$ cat config.mk
export PLATFORM = sky130hd
export DESIGN_NAME = uart_input_buffer
export DESIGN_NICKNAME = d
export VERILOG_FILES = /design/src/rtl/uart_input_buffer.sv
export SDC_FILE = /design/constraint.sdc
export NUM_CORES = 1
export LEC_CHECK = 0
export ABC_CLOCK_PERIOD_IN_PS = 3400
export BUFFER_PORTS_ARGS = -buffer_cell sky130_fd_sc_hd__buf_2
export CAP_MARGIN = 20
export CORE_ASPECT_RATIO = 0.9
export CORE_MARGIN = 2
export CORE_UTILIZATION = 45
export CTS_CLUSTER_SIZE = 40
export DETAILED_ROUTE_END_ITERATION = 10
export PLACE_DENSITY_LB_ADDON = 0.12
export SKIP_LAST_GASP = 1
export SLEW_MARGIN = 20
export SYNTH_ARGS = -nofsm -noshare
export SYNTH_HDL_FRONTEND = slang
export SYNTH_SLANG_ARGS = --single-unit
$ cat constraint.sdc
create_clock -name clk -period 3.4 [get_ports clk]
set_input_delay 0.34 -clock clk [delete_from_list [all_inputs] [get_ports clk]]
set_output_delay 0.34 -clock clk [all_outputs]
set_load 0.02 [all_outputs]
$ cat src/rtl/uart_input_buffer.sv
// UART RX front end: byte receiver, optional 4-byte big-endian word assembler (UART_INPUT_WORD_ASSEMBLY_EN)
// and a first-word-fall-through FIFO feeding write-back. Without the macro each byte is pushed zero-extended.
module uart_input_buffer #(
    parameter int CLK_PER_BIT     = 868,
    parameter int FIFO_DEPTH_LOG2 = 4
) (
    input  logic        clk,
    input  logic        reset,
    input  logic        rxd,
    input  logic        read_request,
    output logic        input_ready,
    output logic [31:0] input_data,
    output logic        overrun,
    output logic        frame_error
);
    // state | meaning
    // IDLE  | line idle, waiting for a synchronized low
    // START | timing to mid start bit, rejecting glitches
    // DATA  | sampling 8 data bits, LSB first
    // STOP  | sampling stop bit, byte accepted or rejected
    typedef enum logic [1:0] {S_IDLE, S_START, S_DATA, S_STOP} state_t;

    localparam int TW = $clog2(CLK_PER_BIT + 1);
    localparam logic [TW-1:0] HALF_TC = TW'(CLK_PER_BIT / 2);
    localparam logic [TW-1:0] BIT_TC  = TW'(CLK_PER_BIT - 1);
    localparam int DEPTH = 1 << FIFO_DEPTH_LOG2;

    state_t              state, state_nxt;
    logic                rx_meta, rx_sync, armed;
    logic [TW-1:0]       timer;
    logic [2:0]          bit_cnt;
    logic [7:0]          shift_reg;
    logic                tick, timer_clr, shift_en, byte_ok, byte_bad;
    logic                push, pop, wr, empty, full;
    logic [31:0]         push_word;
    logic [FIFO_DEPTH_LOG2:0] wptr, rptr;
    logic [31:0]         mem [DEPTH];

    // Synchronizer resets low and 'armed' waits for an idle high, so a line held low across reset is ignored.
    always_ff @(posedge clk or negedge reset) begin
        if (!reset) begin
            rx_meta <= 1'b0;
            rx_sync <= 1'b0;
            armed   <= 1'b0;
        end else begin
            rx_meta <= rxd;
            rx_sync <= rx_meta;
            armed   <= armed | rx_sync;
        end
    end

    always_ff @(posedge clk or negedge reset) begin
        if (!reset) state <= S_IDLE;
        else        state <= state_nxt;
    end

    always_comb begin
        state_nxt = state;
        case (state)
            S_IDLE:  if (armed && !rx_sync) state_nxt = S_START;
            S_START: if (tick) state_nxt = rx_sync ? S_IDLE : S_DATA;
            S_DATA:  if (tick && bit_cnt == 3'd7) state_nxt = S_STOP;
            S_STOP:  if (tick) state_nxt = S_IDLE;
            default: state_nxt = S_IDLE;
        endcase
    end

    always_comb begin
        tick      = (state == S_START) ? (timer == HALF_TC) : (timer == BIT_TC);
        timer_clr = (state == S_IDLE) || tick;
        shift_en  = (state == S_DATA) && tick;
        byte_ok   = (state == S_STOP) && tick && rx_sync;
        byte_bad  = (state == S_STOP) && tick && !rx_sync;
    end

    always_ff @(posedge clk or negedge reset) begin
        if (!reset) begin
            timer       <= '0;
            bit_cnt     <= 3'd0;
            shift_reg   <= 8'h00;
            frame_error <= 1'b0;
        end else begin
            timer       <= timer_clr ? '0 : timer + TW'(1);
            bit_cnt     <= (state != S_DATA) ? 3'd0 : (shift_en ? bit_cnt + 3'd1 : bit_cnt);
            if (shift_en) shift_reg <= {rx_sync, shift_reg[7:1]};
            frame_error <= byte_bad;
        end
    end

`ifdef UART_INPUT_WORD_ASSEMBLY_EN
    logic [1:0]  byte_cnt;
    logic [23:0] word_acc;

    always_ff @(posedge clk or negedge reset) begin
        if (!reset) begin
            byte_cnt <= 2'd0;
            word_acc <= 24'h0;
        end else if (byte_ok) begin
            byte_cnt <= byte_cnt + 2'd1;
            word_acc <= {word_acc[15:0], shift_reg};
        end
    end

    assign push      = byte_ok && (byte_cnt == 2'd3);
    assign push_word = {word_acc, shift_reg};
`else
    assign push      = byte_ok;
    assign push_word = {24'h0, shift_reg};
`endif

    assign empty = (wptr == rptr);
    assign full  = (wptr[FIFO_DEPTH_LOG2] != rptr[FIFO_DEPTH_LOG2]) &&
                   (wptr[FIFO_DEPTH_LOG2-1:0] == rptr[FIFO_DEPTH_LOG2-1:0]);
    assign pop   = read_request && !empty;
    // A pop frees the slot the push lands in, so full+pop still accepts the word.
    assign wr    = push && (!full || pop);

    always_ff @(posedge clk or negedge reset) begin
        if (!reset) begin
            wptr    <= '0;
            rptr    <= '0;
            overrun <= 1'b0;
        end else begin
            if (wr)  wptr <= wptr + 1'b1;
            if (pop) rptr <= rptr + 1'b1;
            if (push && full && !pop) overrun <= 1'b1;
        end
    end

    always_ff @(posedge clk) begin
        if (wr) mem[wptr[FIFO_DEPTH_LOG2-1:0]] <= push_word;
    end

    assign input_ready = !empty;
    assign input_data  = empty ? 32'h0 : mem[rptr[FIFO_DEPTH_LOG2-1:0]];

endmodule
==> results.py <==
metrics = {
    "die": {
        "num_rows": 42,
        "dieArea_mm2": 0.0163,
        "die_h_um": 121,
        "coreArea_mm2": 0.0148,
        "io_pins": 39,
        "die_x_um": 134,
        "start_util_pct": 46.5,
    },
    "place": {
        "port-buffer-count": 14,
        "place_congestion": 0.776,
        "dpl_worst_slack_ns": 0.791,
        "dp_hpwl_mm": 8.81,
    },
    "yosys": {
        "ys_seq_elements": 166,
        "async_flop_share_pct": 22.9,
        "ys.flop_type": "edfxtp_1",
        "ys_warn_count": 0,
        "synth_cells": 396,
        "netlist_area_mm2": 0.00689,
        "avgSynthCellArea_um2": 17.4,
        "yosysUniqueCellTypes": 44,
        "ys_seq_area_share_pct": 69.6,
        "synth_edf_count": 128,
        "yosys-top-cells-area": "edfxtp_1, dfrtp_1, mux4_2",
        "yosys.area.top_type": "edfxtp_1",
        "yosysTopAreaCellShare_pct": 55.8,
    },
    "clocking": {
        "ctsHoldBuffers": 0,
        "cts_tree": "built",
        "cts_htree_levels": 4,
        "cts_buffers": 17,
        "cts.sink_count": 166,
        "cts_setup_buffers": 0,
        "clock-root-buffer": "clkbuf_16",
        "ctsResizeCount": 0,
        "clkLatencyLatePin_ns": 0.43,
        "clk_pin_slew_ns": 0.06,
        "clk_path_buf_depth": 2,
    },
    "pwr": {
        "p_leak_nw": 3.09,
        "total_power_w": 0.00428,
        "p_per_area_mw_per_mm2": 550,
        "vdd_drop_max_v": 0.000444,
    },
    "route": {
        "ant_nets": 0,
        "initialDrtViolationCount": 200,
        "first_pass_iters": 4,
        "vias": 3368,
        "drc": 0,
        "avgRoutedWirePerCell_um": 21.4,
        "routed_via_density": 5.25,
        "routed_wl_mm": 13.8,
    },
    "timing": {
        "hold_violations": 0,
        "setup_tns_ns": 0,
        "setup_ws_ns": 0.554,
        "fmax_mhz": 351,
        "tightest_slew_ns": 0.866,
        "finalSetupViolations": 0,
        "rsz0062_at_grt": "false",
        "skew_ns": 0.0129,
        "post-route-period-util_pct": 83.7,
        "maxSlewViolCount": 0,
        "post-route-min-period_ns": 2.85,
        "relSlewSlack_pct": 42.3,
    },
    "setup_path": {
        "crit_arrival_ns": 2.51,
        "required_ns": 3.06,
        "worstSetupStartpointType": "register",
        "end_kind": "output pin",
        "r2r_cells": 7,
        "crit_path_max_fanout": 15,
        "setup.worst_path.class": "reg2out",
    },
    "flow_run": {
        "maxCapViolations": 0,
    },
    "layout": {
        "layout-drive-gt1-share_pct": 26.6,
        "largest_register_ffs": 128,
        "fin_util_pct": 52.5,
        "layout.nets": 443,
        "synthToLayoutAreaGrowth_pct": 13.0,
        "diodes": 0,
    },
    "hold_path": {
        "whs_path_depth": 1,
        "hold_class": "in2reg",
    },
    "global_routing": {
        "grt_pass1_vias": 3464,
        "grt_max_degree": 39,
        "grt-ovfl-total": 0,
        "antenna_found_initial": 0,
        "grt_pass1_wl_mm": 21.6,
        "grt.total_usage_pct": 18.8,
    },
    "status": {
        "status": "completed",
    },
}
[final cells by class]
class | count | area [µm²]
Tap cell | 198 | 248
Multi-Input combinational cell | 205 | 1890
Fill cell | 1209 | 7040
Clock buffer | 20 | 457
Clock inverter | 12 | 134
Sequential cell | 166 | 4800
Timing Repair Buffer | 34 | 233
Inverter | 7 | 26.3
[metal layers]
| layer | wire [µm] | track usage [%] | share of wire [%] | vias to the layer above |
|---|---|---|---|---|
| met5 | 0 | 0 | 0 | - |
| met4 | 280 | 8.49 | 2.0 | 0 |
| met3 | 738 | 3.55 | 5.4 | 19 |
| met2 | 6430 | 27.4 | 47 | 82 |
| met1 | 6320 | 27.5 | 46 | 1715 |
| li1 | - | - | - | 1552 |
[worst max-delay path, cell delays in order (launching register included)]
cell	delay (ns)
dfrtp_2	0.65
buf_4	0.28
mux4_2	0.51
a22oi_1	0.36
a21oi_1	0.11
buf_2	0.17
[layout by cell type (no fill, tap or decap), types with 8 or more instances in the layout]
| cell | netlist | layout |
|---|---|---|
| ha_1 | 8 | 8 |
| a22oi_1 | 16 | 16 |
| dfrtp_1 | 38 | 37 |
| edfxtp_1 | 128 | 128 |
| conb_1 | 1 | 24 |
| mux4_2 | 32 | 32 |
| xnor2_1 | 15 | 15 |
| buf_4 | 24 | 19 |
| nor3_1 | 12 | 12 |
| mux2_2 | 10 | 10 |
| clkbuf_16 | 0 | 17 |
| nor2_1 | 23 | 23 |
| a21oi_1 | 9 | 9 |
| buf_2 | 4 | 14 |
| clkinv_2 | 0 | 8 |
[kinds of logic after synthesis]
family,Yosys count,synth area share (%)
adder cells (fa/ha/maj),8,1.45
flip-flops,166,69.6
XOR/XNOR,23,3.03
other,1,0.0545
multiplexers,45,12.6
AO/OA/AOI/OAI,31,3.29
buffers and inverters,48,4.22
AND/OR/NAND/NOR,74,5.72
[report_power, final]
part	leakage [nW]	internal [W]	switching [W]
Clock	0.300	0.00118	0.000726
Sequential	1.99	0.00220	0.0000518
Combinational	0.801	0.0000479	0.0000740
[worst paths after layout]
path	start	end	slack (ns)
setup / recovery	rptr[0]	input_data[2]	0.55
max in group asynchronous	reset	rptr[0]	2.77
setup reg to reg	register	mem[3][2]	0.81
min in group asynchronous	reset	state[0]	0.03
hold / removal	rxd	rx_meta	0.02
hold reg to reg	rx_meta	rx_sync	0.35
[stage by stage]
step           hold WS, ns  instances  cell area, µm²
2_1_floorplan       0.0444        419            6970
5_1_grt            0.00880        642            7780
3_5_place_dp         0.340        610            7190
4_1_cts            0.00627        642            7780
6_report            0.0213        642            7780
3_3_place_gp         0.340        610            7190
[synthesized netlist by cell type (2+ instances only)]
master      n
edfxtp_1  128
dfrtp_1    38
mux4_2     32
buf_4      24
nor2_1     23
a22oi_1    16
xnor2_1    15
nor3_1     12
mux2_2     10
a21oi_1     9
clkbuf_1    9
ha_1        8
inv_1       7
xor2_1      7
nand2_1     6
nand3_1     6
nand4_1     5
buf_2       4
nand2b_1    3
nor3b_1     3
nor4_1      3
and3_1      2
buf_1       2
buf_6       2
mux2i_1     2
nor2b_1     2
Power figures use the tool's default switching activity.
